File: src/rtl/peltier_regulator_pkg.sv
// Shared types, default parameters and saturation helpers for the Peltier regulator.
package peltier_regulator_pkg;

  typedef enum logic [2:0] {
    StIdle,
    StWait,
    StTrig1,
    StTrig2,
    StWaitData,
    StCalc,
    StApply
  } state_e;

  localparam int unsigned SamplePeriodDefault = 1000000;
  localparam int unsigned TimeoutDefault      = 65535;

  function automatic logic [7:0] clamp_duty(input logic signed [17:0] u);
    if (u < 18'sd0) begin
      return 8'd0;
    end else if (u > 18'sd255) begin
      return 8'd255;
    end else begin
      return u[7:0];
    end
  endfunction

  function automatic logic signed [15:0] sat_acc(input logic signed [16:0] s);
    if (s > 17'sd32767) begin
      return 16'sh7fff;
    end else if (s < -17'sd32768) begin
      return 16'sh8000;
    end else begin
      return s[15:0];
    end
  endfunction

endpackage

File: src/rtl/peltier_pi_calc.sv
// Combinational PI arithmetic: error/proportional terms and the clamped duty / accumulator update.
module peltier_pi_calc
  import peltier_regulator_pkg::*;
(
  input  logic        [9:0]  code,
  input  logic        [9:0]  setpoint,
  input  logic        [7:0]  kp,
  input  logic        [7:0]  bias,
  input  logic        [3:0]  ki_shift,
  input  logic signed [10:0] cur_err,
  input  logic signed [14:0] cur_p,
  input  logic signed [15:0] acc,
  output logic signed [10:0] err,
  output logic signed [14:0] p,
  output logic        [7:0]  duty_next,
  output logic signed [15:0] acc_next
);

  logic signed [19:0] prod;
  logic signed [15:0] acc_sh;
  logic signed [17:0] u;
  logic signed [16:0] acc_sum;
  logic               windup;

  always_comb begin
    err       = $signed({1'b0, code}) - $signed({1'b0, setpoint});
    prod      = 20'(err) * $signed({12'b0, kp});
    p         = 15'(prod >>> 4);
    acc_sh    = acc >>> ki_shift;
    u         = $signed({10'b0, bias}) + 18'(cur_p) + 18'(acc_sh);
    duty_next = clamp_duty(u);
    acc_sum   = 17'(acc) + 17'(cur_err);
    // Freeze the integrator while the output is pinned and the error pushes further out.
    windup    = ((u > 18'sd255) && (cur_err > 11'sd0)) || ((u < 18'sd0) && (cur_err < 11'sd0));
    acc_next  = windup ? acc : sat_acc(acc_sum);
  end

endmodule

File: src/rtl/peltier_regulator.sv
// Periodic MCP3008 sampling and PI regulation of a single Peltier channel's PWM duty.
module peltier_regulator
  import peltier_regulator_pkg::*;
#(
  parameter int unsigned SAMPLE_PERIOD = SamplePeriodDefault,
  parameter int unsigned TIMEOUT       = TimeoutDefault
) (
  input  logic        clk,
  input  logic        rst,
  input  logic        enable,
  input  logic [9:0]  setpoint,
  input  logic [7:0]  bias,
  input  logic [7:0]  kp,
  input  logic [3:0]  ki_shift,
  input  logic        mcp_busy,
  input  logic [15:0] mcp_data,
  input  logic        mcp_avail,
  output logic        mcp_accept,
  output logic        sample,
  output logic [7:0]  duty,
  output logic [9:0]  last_code,
  output logic        fault
);

  localparam int unsigned PerW = (SAMPLE_PERIOD > 1) ? $clog2(SAMPLE_PERIOD) : 1;
  localparam int unsigned ToW  = (TIMEOUT > 1) ? $clog2(TIMEOUT) : 1;
  localparam logic [PerW-1:0] PerLast = PerW'(SAMPLE_PERIOD - 1);
  localparam logic [ToW-1:0]  ToLast  = ToW'(TIMEOUT - 1);

  state_e             state_q;
  logic [PerW-1:0]    per_cnt_q;
  logic [ToW-1:0]     to_cnt_q;
  logic signed [15:0] acc_q;
  logic signed [10:0] err_q;
  logic signed [14:0] p_q;
  logic signed [10:0] err_c;
  logic signed [14:0] p_c;
  logic [7:0]         duty_c;
  logic signed [15:0] acc_c;
  logic               unused_data;

  assign unused_data = ^mcp_data[15:10];

  // Accept is suppressed when enable falls so a pending word stays with the ADC interface.
  assign mcp_accept = (state_q == StWaitData) && mcp_avail && enable && !rst;

  peltier_pi_calc u_calc (
    .code      (last_code),
    .setpoint  (setpoint),
    .kp        (kp),
    .bias      (bias),
    .ki_shift  (ki_shift),
    .cur_err   (err_q),
    .cur_p     (p_q),
    .acc       (acc_q),
    .err       (err_c),
    .p         (p_c),
    .duty_next (duty_c),
    .acc_next  (acc_c)
  );

  always_ff @(posedge clk) begin
    if (rst) begin
      state_q   <= StIdle;
      per_cnt_q <= '0;
      to_cnt_q  <= '0;
      acc_q     <= '0;
      err_q     <= '0;
      p_q       <= '0;
      sample    <= 1'b0;
      duty      <= '0;
      last_code <= '0;
      fault     <= 1'b0;
    end else if (!enable) begin
      state_q   <= StIdle;
      per_cnt_q <= '0;
      to_cnt_q  <= '0;
      acc_q     <= '0;
      sample    <= 1'b0;
      duty      <= '0;
      fault     <= 1'b0;
    end else begin
      unique case (state_q)
        StIdle: begin
          duty      <= '0;
          acc_q     <= '0;
          per_cnt_q <= '0;
          state_q   <= StWait;
        end
        StWait: begin
          // Counter saturates at the period end until the ADC interface is free.
          if (per_cnt_q == PerLast) begin
            if (!mcp_busy) begin
              sample  <= 1'b1;
              state_q <= StTrig1;
            end
          end else begin
            per_cnt_q <= per_cnt_q + 1'b1;
          end
        end
        StTrig1: state_q <= StTrig2;
        StTrig2: begin
          sample   <= 1'b0;
          to_cnt_q <= '0;
          state_q  <= StWaitData;
        end
        StWaitData: begin
          if (mcp_avail) begin
            last_code <= mcp_data[9:0];
            state_q   <= StCalc;
          end else if (to_cnt_q == ToLast) begin
            fault     <= 1'b1;
            duty      <= '0;
            acc_q     <= '0;
            per_cnt_q <= '0;
            state_q   <= StWait;
          end else begin
            to_cnt_q <= to_cnt_q + 1'b1;
          end
        end
        StCalc: begin
          err_q   <= err_c;
          p_q     <= p_c;
          state_q <= StApply;
        end
        StApply: begin
          duty      <= duty_c;
          acc_q     <= acc_c;
          per_cnt_q <= '0;
          state_q   <= StWait;
        end
        default: state_q <= StIdle;
      endcase
    end
  end

endmodule

File: config.mk
export PLATFORM = sky130hd
export DESIGN_NAME = peltier_regulator
export DESIGN_NICKNAME = d
export VERILOG_FILES = /design/src/rtl/peltier_regulator_pkg.sv /design/src/rtl/peltier_pi_calc.sv /design/src/rtl/peltier_regulator.sv
export SDC_FILE = /design/constraint.sdc
export NUM_CORES = 1
export LEC_CHECK = 0
export CAP_MARGIN = 15
export CORE_MARGIN = 8
export CORE_UTILIZATION = 25
export CTS_CLUSTER_DIAMETER = 50
export DETAILED_ROUTE_END_ITERATION = 8
export PLACE_DENSITY = 0.36
export SYNTH_ARGS = -nofsm -noshare
export SYNTH_HDL_FRONTEND = slang
export SYNTH_HIERARCHICAL = 1
export SYNTH_SLANG_ARGS = --single-unit
File: constraint.sdc
create_clock -name clk -period 19.8 [get_ports clk]
set_input_delay 1.98 -clock clk [delete_from_list [all_inputs] [get_ports clk]]
set_output_delay 1.98 -clock clk [all_outputs]
set_load 0.005 [all_outputs]
==> summary.md, run 1 <==
| Metric | Value |
|---|---|
| Met1 Use GR | `17.3%` |
| TritonCTS clock tree | `yes` |
| Pint | `508 uW` |
| Post-synth EDFFs | `0` |
| NetSw | `roughly 360 uW` |
| Setup bufs post-CTS | `0` |
| Commonest non-fill, non-tap cell in the layout | `nand2_1` |
| First-pass GRT wire length | `50100 microns` |
| PwrDens | `roughly 72 mW/mm^2` |
| Final Max Tran Viols | `0` |
| Ant diodes | `0` |
| Synth Area per Inst | `7.92 sq um` |
| GRT Total Usage | `12.4%` |
| DRC viols | `0` |
| Crit start category | `input pin` |
| Placed cell area | `0.0118 sq mm` |
| RR Endpoint | `p_q[14]$_SDFFE_PP0P_` |
| Hpwl dp | `23800 microns` |
| Net switching fraction of the power | `41.2%` |
| Synthesized cell area | `0.0106 sq mm` |
| Clock transition at path regs | `roughly 70 ps` |
| Die area | `slightly below 0.05 sq mm` |
| Die Ht | `222 microns` |
| Commonest cells after routing, fill and taps aside | `nand2_1 (178), inv_1 (161), a21oi_1 (108)` |
| Clock skew | `19.2 ps` |
| I/O pin cnt | `just over 70` |
| Finished Core Util | `between 20% and 30%` |
| # Max-Cap Violations | `0` |
| Core ar. | `about 0.042 sq mm` |
| Most Frequent Cell on Critical Path | `a21oi_1` |
| Data required time of the worst path | `~20000 ps` |
| Layout filler cell count | `4589` |
| Worst Hold Depth | `2` |
| CTS buffer count | `9` |
| Clock sinks | `101` |
| Worst VDD drop | `0.0000388 V` |
| Starting Density | `25.3%` |
| Met3 Use GR | `2.59%` |
| Period utilization | `48.0%` |
| Vias per cell | `roughly 4.7` |
| CTS Buffer Depth | `2` |
| Fmax | `0.105 GHz` |
| Worst Path Arrival | `approximately 10000 ps` |
| Clock Tree Root | `clkbuf_16` |
| Nets | `1586` |
| Synthesized flop and latch total | `101` |
| Largest fanout on the critical path | `12` |
| Grt peak-use layer | `met2` |
| DR pass1 iterations | `4` |
| M2 GR Usage | `19.4%` |
| CP max stage cell | `a21oi_1` |
| Final hold slack | `between 400 and 500 ps` |
| Via count | `9020` |
| Post-route minimum period | `9500 ps` |
| Area delta synth->final | `13.8%` |
| Synth Warn # | `6` |
| Clock power frac | `21.0%` |
| Syn Inst Count | `between 1000 and 1500` |
| Seq pwr share | `23.6%` |
| Remaining antenna violation count after routing | `0` |
| Row count | `75` |
| Min-Delay Startpoint | `p_q[9]$_SDFFE_PP0P_` |
| Largest net degree at the start of global routing | `39` |
| LEAKAGE | `4.90 nW` |
| Status | `completed` |
| 1st-iter DRT viols | `376` |
| WHS Endpoint | `p_q[9]$_SDFFE_PP0P_` |
| Worst R2R Setup Slack | `11970 ps` |
| Setup violations, final | `0` |
| Initial antenna violation count | `0` |
| DRT Wirelength | `30400 microns` |
| Port bufs | `65` |
| RSZ-0062 raised after global routing | `no` |
| Seq/Total Area, Yosys | `between 10% and 20%` |
| Final hold viol count | `0` |
| Crit-path max cell delay | `850 ps` |
| Worst-case reg-to-reg path depth | `29` |
| Setup TNS | `0 ps` |
| Vias in the first global route | `9162` |
| Worst-Skew Late Latency | `between 300 and 400 ps` |
| Worst-margin pin slew | `1080 ps` |
| Worst rel slew slack | `28.0%` |
| Routability cong. | `0.761` |
| Average wire per standard cell | `15.9 microns` |
| H-tree levels | `3` |
| Syn nets | `between 1500 and 2000` |
| Post-synth top flop | `dfxtp_1` |
| Kind of critical path | `input pin to register` |
| Share of layout cells above drive strength 1 | `4.66%` |
| Hold WC Path Type | `register to register` |
| Post-synthesis cell type count | `76` |
| Width of the die | `around 220 microns` |
| Delay-heaviest family, CP | `adder cells` |
| Part of the power in combinational logic | `55.4%` |
| Worst reg2reg startpoint | `last_code[0]$_SDFFE_PP0P_` |
| CP endpoint kind | `register` |
| Async SR Flop Fraction | `0%` |
| Hold Buf Count CTS | `0` |
| Global route total overflow | `0` |
| Post-route cell area | `0.0121 sq mm` |
| Post_cts resized | `0` |
| WP buf/inv | `5` |
==> metrics by stage <==
stage	instances	worst slack, ps	power [mW]
floorplan	1337	11720	0.590
global placement	1894	9790	0.698
detailed placement	1894	9850	0.694
CTS	1910	10210	0.883
global route	1912	9550	0.960
finish	1912	10300	0.864
==> logic make-up after synthesis <==
| family | Yosys count | share of synthesized area [%] |
|---|---|---|
| AND/OR/NAND/NOR | 453 | 20.9 |
| XOR/XNOR | 43 | 3.56 |
| buffers and inverters | 218 | 8.01 |
| adder cells (fa/ha/maj) | 168 | 25.5 |
| multiplexers | 21 | 2.72 |
| flip-flops | 101 | 19.1 |
| AO/OA/AOI/OAI | 333 | 20.2 |
==> state kept, by name, summed over array words and instances (netlist names) <==
register	count
to_cnt_q	16
sample	1
last_code	10
p_q	15
acc_q	16
state_q	3
duty	8
err_q	11
fault	1
per_cnt_q	20
==> layer usage <==
| metal | vias to the layer above | wire (microns) |
|---|---|---|
| met5 | - | 0 |
| met4 | 0 | 273 |
| met3 | 17 | 1010 |
| met2 | 102 | 13400 |
| met1 | 4245 | 15700 |
| li1 | 4656 | - |
==> power groups by stage <==
stage	clock (mW)	combinational, mW	sequential, mW
final	0.181	0.479	0.204
after global routing	0.197	0.559	0.204
after CTS	0.190	0.489	0.204
after detailed placement	0	0.486	0.209
after global placement	0	0.490	0.209
after floorplan	0	0.381	0.208
==> layout make-up <==
| class | instances | area [sq um] | area share (%) |
|---|---|---|---|
| clock buffers | 10 | 239 | 1.98 |
| flip-flops and latches | 101 | 2020 | 16.8 |
| multi-input cells | 1018 | 7730 | 64.1 |
| inverters | 162 | 608 | 5.05 |
| clock inverters | 6 | 46.3 | 0.384 |
| well taps | 539 | 674 | 5.60 |
| repair buffers | 76 | 733 | 6.08 |
==> cell usage after synthesis, drive strengths merged (22+ instances only) <==
library cell,number,area (sq um)
nand2,178,668
inv,161,604
a21oi,109,549
dfxtp,101,2020
ha,87,1090
nor2,84,315
fa,80,1600
o21ai,73,377
and2,51,319
clkbuf,46,173
xnor2,31,272
a22o,24,210
nand3,24,120
nor3,22,125
==> tightest hold or removal path: stages (launching register included) <==
cell,delay (ps)
dfxtp_1,320
nand2_1,50
a21oi_1,50
==> worst max path at each step <==
stage	from	end	slack (ps)	cells past startpoint
3_3_place_gp	setpoint[0]	p_q[14]$_SDFFE_PP0P_	9790	29
2_1_floorplan	setpoint[0]	p_q[14]$_SDFFE_PP0P_	11720	29
3_5_place_dp	setpoint[0]	p_q[14]$_SDFFE_PP0P_	9850	29
5_1_grt	setpoint[0]	p_q[14]$_SDFFE_PP0P_	9550	29
6_report	setpoint[0]	p_q[14]$_SDFFE_PP0P_	10300	29
4_1_cts	setpoint[0]	p_q[14]$_SDFFE_PP0P_	10210	29
Note: power is estimated with default switching activity, not from simulation.
==> inputs of run 2 (changes only) <==
PLACE_DENSITY = 0.38   (was 0.36)
clock period = 8.3 ns   (was 19.8 ns; I/O delays follow)
==> run 2 against run 1 <==
Non-clock buffer count is 11 higher. Final cell count increased by 0.58%. Cell area grew 0.80%. Critical path type unchanged. Total power grew 140%. Largest cell class unchanged. Largest power group unchanged. Highest routed layer unchanged. Sequential cell count did not move. Clock skew about the same. Combinational power rose by 140%.
==> summary.md, run 2 (same netlist as run 1, synthesis figures left out) <==
| Metric | Value |
|---|---|
| Core ar. | `0.0419 sq mm (unchanged)` |
| RSZ-0062 raised after global routing | `no` |
| First-pass GRT wire length | `50200 microns (+0.12%)` |
| Routability cong. | `0.780 (+2.5%)` |
| # Max-Cap Violations | `0 (unchanged)` |
| Largest net degree at the start of global routing | `39 (unchanged)` |
| DRT Wirelength | `30000 microns (-1.2%)` |
| Reg with most FFs | `per_cnt_q` |
| Row count | `75 (unchanged)` |
| H-tree levels | `3 (unchanged)` |
| Crit start category | `input pin` |
| CTS buffer count | `9 (unchanged)` |
| Setup WS pre-CTS | `360 ps (-9490 ps)` |
| Data required time of the worst path | `8610 ps (-11500 ps)` |
| Worst rel slew slack | `26.3% (-1.6 points)` |
| Final hold viol count | `0 (unchanged)` |
| 1st-iter DRT viols | `397 (+5.6%)` |
| Commonest non-fill, non-tap cell in the layout | `nand2_1` |
| Width of the die | `222 microns (unchanged)` |
| Clock skew | `18.7 ps (-0.458 ps)` |
| Worst Path Arrival | `7730 ps (-2080 ps)` |
| CP max stage cell | `fa_1` |
| Worst-margin pin slew | `1110 ps (+24.6 ps)` |
| Share of layout cells above drive strength 1 | `5.49% (+0.83 points)` |
| DRC viols | `0 (unchanged)` |
| TritonCTS clock tree | `yes` |
| Clock transition at path regs | `80 ps (about the same)` |
| PwrDens | `171 mW/mm^2 (+140%)` |
| CTS Buffer Depth | `2 (unchanged)` |
| Clock sinks | `101 (unchanged)` |
| Average wire per standard cell | `15.6 microns (-1.8%)` |
| Worst VDD drop | `0.0000971 V (+150%)` |
| Kind of critical path | `input pin to register` |
| Setup violations, final | `0 (unchanged)` |
| Vias per cell | `4.73 (+0.18%)` |
| GRT Total Usage | `12.3% (-0.030 points)` |
| Setup TNS | `0 ps (unchanged)` |
| Port bufs | `65 (unchanged)` |
| Crit-path max cell delay | `540 ps (-310 ps)` |
| Vias in the first global route | `9244 (+0.90%)` |
| Die area | `0.0492 sq mm (unchanged)` |
| I/O pin cnt | `72 (unchanged)` |
| Placed cell area | `0.0118 sq mm (+0.77%)` |
| Post-route cell area | `0.0121 sq mm (+0.80%)` |
| Fmax | `0.135 GHz` |
| Regs by FF count | `per_cnt_q: 20 flops, acc_q: 16 flops, to_cnt_q: 16 flops` |
| DR pass1 iterations | `5 (+1)` |
| Commonest cells after routing, fill and taps aside | `nand2_1 (178), inv_1 (161), a21oi_1 (108)` |
| Period utilization | `approximately nine tenths` |
| Starting Density | `25.3% (unchanged)` |
| Remaining antenna violation count after routing | `0 (unchanged)` |
| Final Max Tran Viols | `0 (unchanged)` |
| CP endpoint kind | `register` |
| Worst-Skew Late Latency | `380 ps (about the same)` |
| Worst Hold Depth | `2 (unchanged)` |
| Most Frequent Cell on Critical Path | `o21ai_0` |
| Clock Tree Root | `clkbuf_16` |
| LEAKAGE | `4.96 nW (+1.1%)` |
| Max reg flops | `20 (unchanged)` |
| Largest fanout on the critical path | `4 (-8)` |
| Hpwl dp | `23500 microns (-1.1%)` |
| Area delta synth->final | `14.7%` |
| Die Ht | `222 microns (unchanged)` |
| PnR worst setup slack | `882 ps (-9410 ps)` |
| Post-route minimum period | `roughly 7400 ps` |
| Initial antenna violation count | `0 (unchanged)` |
| Nets | `1597 (+0.69%)` |
| Hold WC Path Type | `register to register` |
| Status | `completed` |
| Worst-case reg-to-reg path depth | `30 (+3.4%)` |
| Via count | `9088 (+0.75%)` |
| Ant diodes | `0 (unchanged)` |
| Global route total overflow | `0 (unchanged)` |
-- run 2: where the power goes --
| part | switching (mW) | internal (mW) |
|---|---|---|
| Combinational | 0.630 | 0.516 |
| Clock | 0.221 | 0.218 |
| Sequential | 0.00168 | 0.485 |
| Total | 0.853 | 1.22 |
-- run 2: repair_timing --
item / 4_1_cts / 5_1_grt
gates resized for setup: 0 / 1
hold buffers: 0 / 0
endpoints found under the setup margin: 0 / 1
setup buffers: 0 / 0
-- run 2: path summary, 6_finish.rpt --
kind	from	slack (ps)	end
max	setpoint[1]	880	p_q[14]$_SDFFE_PP0P_
min	p_q[8]$_SDFFE_PP0P_	460	p_q[8]$_SDFFE_PP0P_
max reg2reg	last_code[0]$_SDFFE_PP0P_	1440	p_q[14]$_SDFFE_PP0P_
min reg2reg	p_q[8]$_SDFFE_PP0P_	460	p_q[8]$_SDFFE_PP0P_
-- run 2: stage by stage --
step           hold WS [ps]  instances  utilization [%]  total power [mW]
6_report                464       1923             29.0              2.07
5_1_grt                 494       1923             29.0              2.29
2_1_floorplan           441       1337                -              1.41
3_5_place_dp            454       1906             28.3              1.65
3_3_place_gp            455       1906             28.3              1.67
4_1_cts                 468       1922             29.0              2.11
-- run 2: area by class of cell --
cell class	instances	area, sq um
Clock inverter	6	52.6
Tap cell	539	674
Fill cell	4568	29700
Timing Repair Buffer	87	816
Sequential cell	101	2020
Multi-Input combinational cell	1018	7740
Inverter	162	608
Clock buffer	10	239
-- run 2: routing by layer --
| metal | GRT usage [%] | share of wire (%) | vias up |
|---|---|---|---|
| li1 | - | - | 4671 |
| met1 | 17.6 | 52 | 4286 |
| met2 | 18.9 | 43 | 111 |
| met3 | 2.39 | 3.4 | 20 |
| met4 | 2.78 | 1.4 | 0 |
| met5 | 0 | 0 | - |
-- run 2: critical path: cells and delay by family --
family	cells	cell delay, ps
AOI/OAI and AO/OA	12	2600
buffers and inverters	5	690
adders and majority gates	6	2580
and+or+nand+nor	5	610
xor gates and xnor gates	2	420
==> inputs of run 3 (changes only) <==
ABC_CLOCK_PERIOD_IN_PS = 8300   (was unset)
==> results of run 3 <==
The final DEF is identical to that of run 2; final timing and power are the same.
